## config.mk

```make
export PLATFORM = sky130hd
export DESIGN_NAME = iterative_shifter
export DESIGN_NICKNAME = d
export VERILOG_FILES = /design/src/rtl/shifter_pkg.sv /design/src/rtl/shift_stage.sv /design/src/rtl/iterative_shifter.sv
export SDC_FILE = /design/constraint.sdc
export NUM_CORES = 1
export LEC_CHECK = 0
export CORE_MARGIN = 3
export CORE_UTILIZATION = 45
export CTS_BUF_LIST = sky130_fd_sc_hd__clkbuf_2
export CTS_CLUSTER_DIAMETER = 50
export DETAILED_ROUTE_END_ITERATION = 8
export PLACE_DENSITY = 0.81
export SYNTH_ARGS = -nofsm -noshare
export SYNTH_HDL_FRONTEND = slang
export SYNTH_SLANG_ARGS = --single-unit
```

## constraint.sdc

```tcl
create_clock -name clock -period 1.9 [get_ports clock]
set_input_delay 0.19 -clock clock [delete_from_list [all_inputs] [get_ports clock]]
set_output_delay 0.19 -clock clock [all_outputs]
set_load 0.02 [all_outputs]
```

## src/rtl/shifter_pkg.sv

```systemverilog
`default_nettype none
// ============================================================================
// Package  : shifter_pkg
// Purpose  : Shared op and state encodings for the iterative shift unit.
// Revision : 1.0
// ============================================================================
package shifter_pkg;

    typedef enum logic [1:0] {
        OP_SRL = 2'd0,
        OP_SRA = 2'd1,
        OP_SLL = 2'd2,
        OP_ROR = 2'd3
    } shift_op_e;

    typedef enum logic [1:0] {
        IDLE  = 2'd0,
        SHIFT = 2'd1,
        DONE  = 2'd2
    } shift_state_e;

endpackage
`default_nettype wire

```

## src/rtl/shift_stage.sv

```systemverilog
`default_nettype none
// ============================================================================
// Module   : shift_stage
// Purpose  : Combinational single-step shifter; shifts a word by k per op.
//            Rotate support only when ITERATIVE_SHIFTER_ROTATE_EN is defined.
// Revision : 1.0
// ============================================================================
module shift_stage
    import shifter_pkg::*;
#(
    parameter int WIDTH = 32,
    parameter int SHW   = $clog2(WIDTH)
) (
    input  logic [WIDTH-1:0] data,
    input  logic [SHW-1:0]   k,
    input  shift_op_e        op,
    input  logic             fill,
    output logic [WIDTH-1:0] result
);

    logic [2*WIDTH-1:0] sra_wide;
    logic [2*WIDTH-1:0] sra_shifted;
`ifdef ITERATIVE_SHIFTER_ROTATE_EN
    logic [2*WIDTH-1:0] ror_shifted;
    assign ror_shifted = {data, data} >> k;
`endif

    // Arithmetic fill comes from the operand MSB captured at accept time.
    assign sra_wide    = {{WIDTH{fill}}, data};
    assign sra_shifted = sra_wide >> k;

    always_comb begin
        result = data >> k;
        case (op)
            OP_SRL: result = data >> k;
            OP_SRA: result = sra_shifted[WIDTH-1:0];
            OP_SLL: result = data << k;
`ifdef ITERATIVE_SHIFTER_ROTATE_EN
            OP_ROR: result = ror_shifted[WIDTH-1:0];
`else
            OP_ROR: result = data >> k;
`endif
            default: result = data >> k;
        endcase
    end

endmodule
`default_nettype wire

```

## src/rtl/iterative_shifter.sv

```systemverilog
`default_nettype none
// ============================================================================
// Module   : iterative_shifter
// Purpose  : Multi-cycle shifter, STEP_BITS positions per cycle, valid/ready.
//            Define ITERATIVE_SHIFTER_ROTATE_EN to make op 3 a rotate right.
// Revision : 1.0
// ============================================================================
module iterative_shifter
    import shifter_pkg::*;
#(
    parameter int WIDTH     = 32,
    parameter int STEP_BITS = 4
) (
    input  logic                     clock,
    input  logic                     reset,
    input  logic                     in_valid,
    output logic                     in_ready,
    input  logic [WIDTH-1:0]         in_data,
    input  logic [$clog2(WIDTH)-1:0] in_shamt,
    input  logic [1:0]               in_op,
    output logic                     out_valid,
    input  logic                     out_ready,
    output logic [WIDTH-1:0]         out_data
);

    localparam int SHW = $clog2(WIDTH);

    shift_state_e   state;
    shift_op_e      op;
    logic [WIDTH-1:0] data;
    logic [SHW-1:0] count;
    logic           sign;
    logic [SHW-1:0] step;
    logic [WIDTH-1:0] stage_out;

    // Compare in SHW+1 bits so STEP_BITS == WIDTH is representable.
    always_comb begin
        step = SHW'(STEP_BITS);
        if ({1'b0, count} < (SHW+1)'(STEP_BITS)) begin
            step = count;
        end
    end

    shift_stage #(
        .WIDTH (WIDTH),
        .SHW   (SHW)
    ) u_stage (
        .data   (data),
        .k      (step),
        .op     (op),
        .fill   (sign),
        .result (stage_out)
    );

    always_ff @(posedge clock) begin
        if (reset) begin
            state <= IDLE;
            op    <= OP_SRL;
            data  <= '0;
            count <= '0;
            sign  <= 1'b0;
        end else begin
            case (state)
                IDLE: begin
                    if (in_valid) begin
                        data  <= in_data;
                        op    <= shift_op_e'(in_op);
                        sign  <= in_data[WIDTH-1];
                        count <= in_shamt;
                        state <= (in_shamt == '0) ? DONE : SHIFT;
                    end
                end
                SHIFT: begin
                    data  <= stage_out;
                    count <= count - step;
                    if (count == step) begin
                        state <= DONE;
                    end
                end
                DONE: begin
                    if (out_ready) begin
                        state <= IDLE;
                    end
                end
                default: state <= IDLE;
            endcase
        end
    end

    assign in_ready  = (state == IDLE) && !reset;
    assign out_valid = (state == DONE);
    assign out_data  = data;

endmodule
`default_nettype wire

```

==> metrics.txt <==
Main synth FF type=dfxtp_1; CTS tree=done; Final nets=848; I/O Pins=77; Leak=0.002634 uW; Syn Nets=669; MaxCap Viol Count=0; dpl hpwl=13.59 mm; asr flop ratio synth=0%; clock skew=0.03355 ns; total track usage=37.93%; DP Worst Slack=-0.3107 ns; initial antenna violation count=0; largest net degree at the start of global routing=43; CTS Root Cell=clkbuf_2; total wire length=20.43 mm; final slew viol count=0; sequential area share after synthesis=20.39%; Peak VDD IR=0.3699 mV; ANT cells=0; Avg Cell Area, Syn=6.620 sq um; vias per inst=6.596; die area=10,350 sq um; Setup crit end kind=flop; most frequent cells in the layout=114 x buf_4, 78 x nand2_1, 74 x clkdlybuf4s50_1; worst-margin pin slew=0.5905 ns; # setup viols final=33; Hold Path Class=in -> reg; final setup margin=-0.2482 ns; commonest non-fill, non-tap cell in the layout=buf_4; Rows=34; first-pass GRT wire length=30.52 mm; Die Width=101.7 um; Max H-tree Level=2; share of cells above drive strength 1=38.73%; Clock transition at path regs=0.27 ns; pwr dens=644.0 nW/um^2; total CTS buffers=5; violated checks=negative setup slack; unrepaired setup endpoints after global routing=yes; Final GP Congestion=0.9940; Final period util=113.1%; WL/cell=22.42 um; max incr delay on CP=0.58 ns; worst rel slew slack=60.63%; CP Cell Sequence=or4b_4 > buf_12 > mux2i_2 > nor2_1 > a2111oi_2 > a311oi_1; Area Overhead vs Synth=70.21%; Worst-Skew Late Latency=0.46 ns; f_max=465.5 MHz; initial core utilization=46.83%; Seq cells post-synth=42; min Tclk post-route=2.148 ns; Vias=6,009; Mapped Cells=623; Slowest-stage cell, CP=or4b_4; CTS max path bufs=2; Clock Sinks=42; Synth cell types=54; Top delay family on crit path=simple AND/OR/NAND/NOR gates; WP data required=2.26 ns; Post-Syn Area=4124 sq um; CP Max Fanout=18; Port Buf Inserts=76; number of synthesized flops with an enable pin=0; status=complete, but fails checks; final routed DRC violation total=0; grt ovf=0; 1st-pass router iterations=6; vias in the first global route=5,521; DRT iter0 DRCs=696; Bufs and invs on worst path=1; Hold Vio Cnt, Final=0; Yosys warning count=0; CP arrival=2.51 ns; nature of the critical path startpoint=flop; Final ANT Viol Nets=0; hold_ws=0.2746 ns; CORE AREA=8806 sq um; critical path class=reg -> reg; hold_buf cts=0; die height=101.7 um
[routing by layer]
metal,vias to the layer above,GRT usage [%],share of wire (%)
met2,510,59.15,45
met1,2767,52.14,39
met4,0,13.70,4.1
li1,2648,-,-
met5,-,0,0
met3,84,7.094,12
[Yosys cell counts (5+ instances only)]
master	number	area, sq um
a2111oi_0	8	70.07
a211oi_1	24	180.2
a21oi_1	61	305.3
a221oi_1	6	52.55
a311oi_1	17	148.9
buf_1	5	18.77
buf_2	13	65.06
clkbuf_1	39	146.4
dfxtp_1	42	840.8
inv_1	29	108.9
mux2i_1	46	460.4
nand2_1	95	356.6
nand3_1	28	140.1
nand4_1	5	31.28
nor2_1	72	270.3
nor2b_1	8	50.05
nor3_1	16	80.08
nor4_1	6	37.54
o21ai_0	17	85.08
o221ai_1	5	43.79
o22ai_1	24	150.1
[logic make-up after synthesis]
family                   Yosys count  share of synthesized area [%]
flip-flops                        42                          20.39
other                              2                         0.1821
AO/OA/AOI/OAI                    192                          31.10
buffers and inverters             88                          8.677
multiplexers                      47                          11.44
AND/OR/NAND/NOR                  249                          27.31
adder cells (fa/ha/maj)            3                         0.9103
[worst reg2reg max path, cell delays in order, from the launching register on]
cell	delay, ns
dfxtp_4	0.41
or4b_4	0.58
buf_12	0.20
mux2i_2	0.32
nor2_1	0.11
a2111oi_2	0.30
a311oi_1	0.15
[through the flow]
stage               TNS (ns)  instances  utilization, %  area, sq um  total power, uW
global route          -7.311        911           79.71         7019             4696
global placement      -3.688        873           66.33         5841             3368
CTS                   -3.219        904           75.39         6639             4192
finish                -4.481        911           79.71         7019             4520
floorplan           -0.05434        623               -         4177             2319
detailed placement    -4.321        873           66.33         5841             3386
[area by class of cell]
type	instances	area, sq um
clock buffers	5	25.02
repair buffers	231	2213
fillers	616	1787
inverters	29	108.9
well taps	108	135.1
multi-input cells	493	3626
clock inverters	3	16.27
flip-flops and latches	42	894.6
[state kept, by name (all words and copies together), names as in the netlist]
register and cells:
sign 1, op 2, state 2, out_data 32, count 5
[power by group]
part	switching (uW)	internal, uW	total [uW]
Sequential	319	1020	1340
Combinational	1400	1330	2720
Clock	370	83.8	453
[repair_timing]
item	in CTS	in global routing
resized for setup	140	83
setup endpoints to repair	39	48
pin swaps	35	26
gates cloned	3	0
setup buffers	21	8
[final timing paths]
check | start | endpoint | slack, ns | depth (start not counted)
worst max-delay path | count[4] | out_data[5] | -0.25 | 6
worst min-delay path | in_op[0] | op[0] | 0.27 | 3
worst max register to register | count[4] | out_data[5] | -0.25 | 6
worst min register to register | sign | sign | 0.48 | 2
No activity file was read; power rests on OpenSTA's default activity.
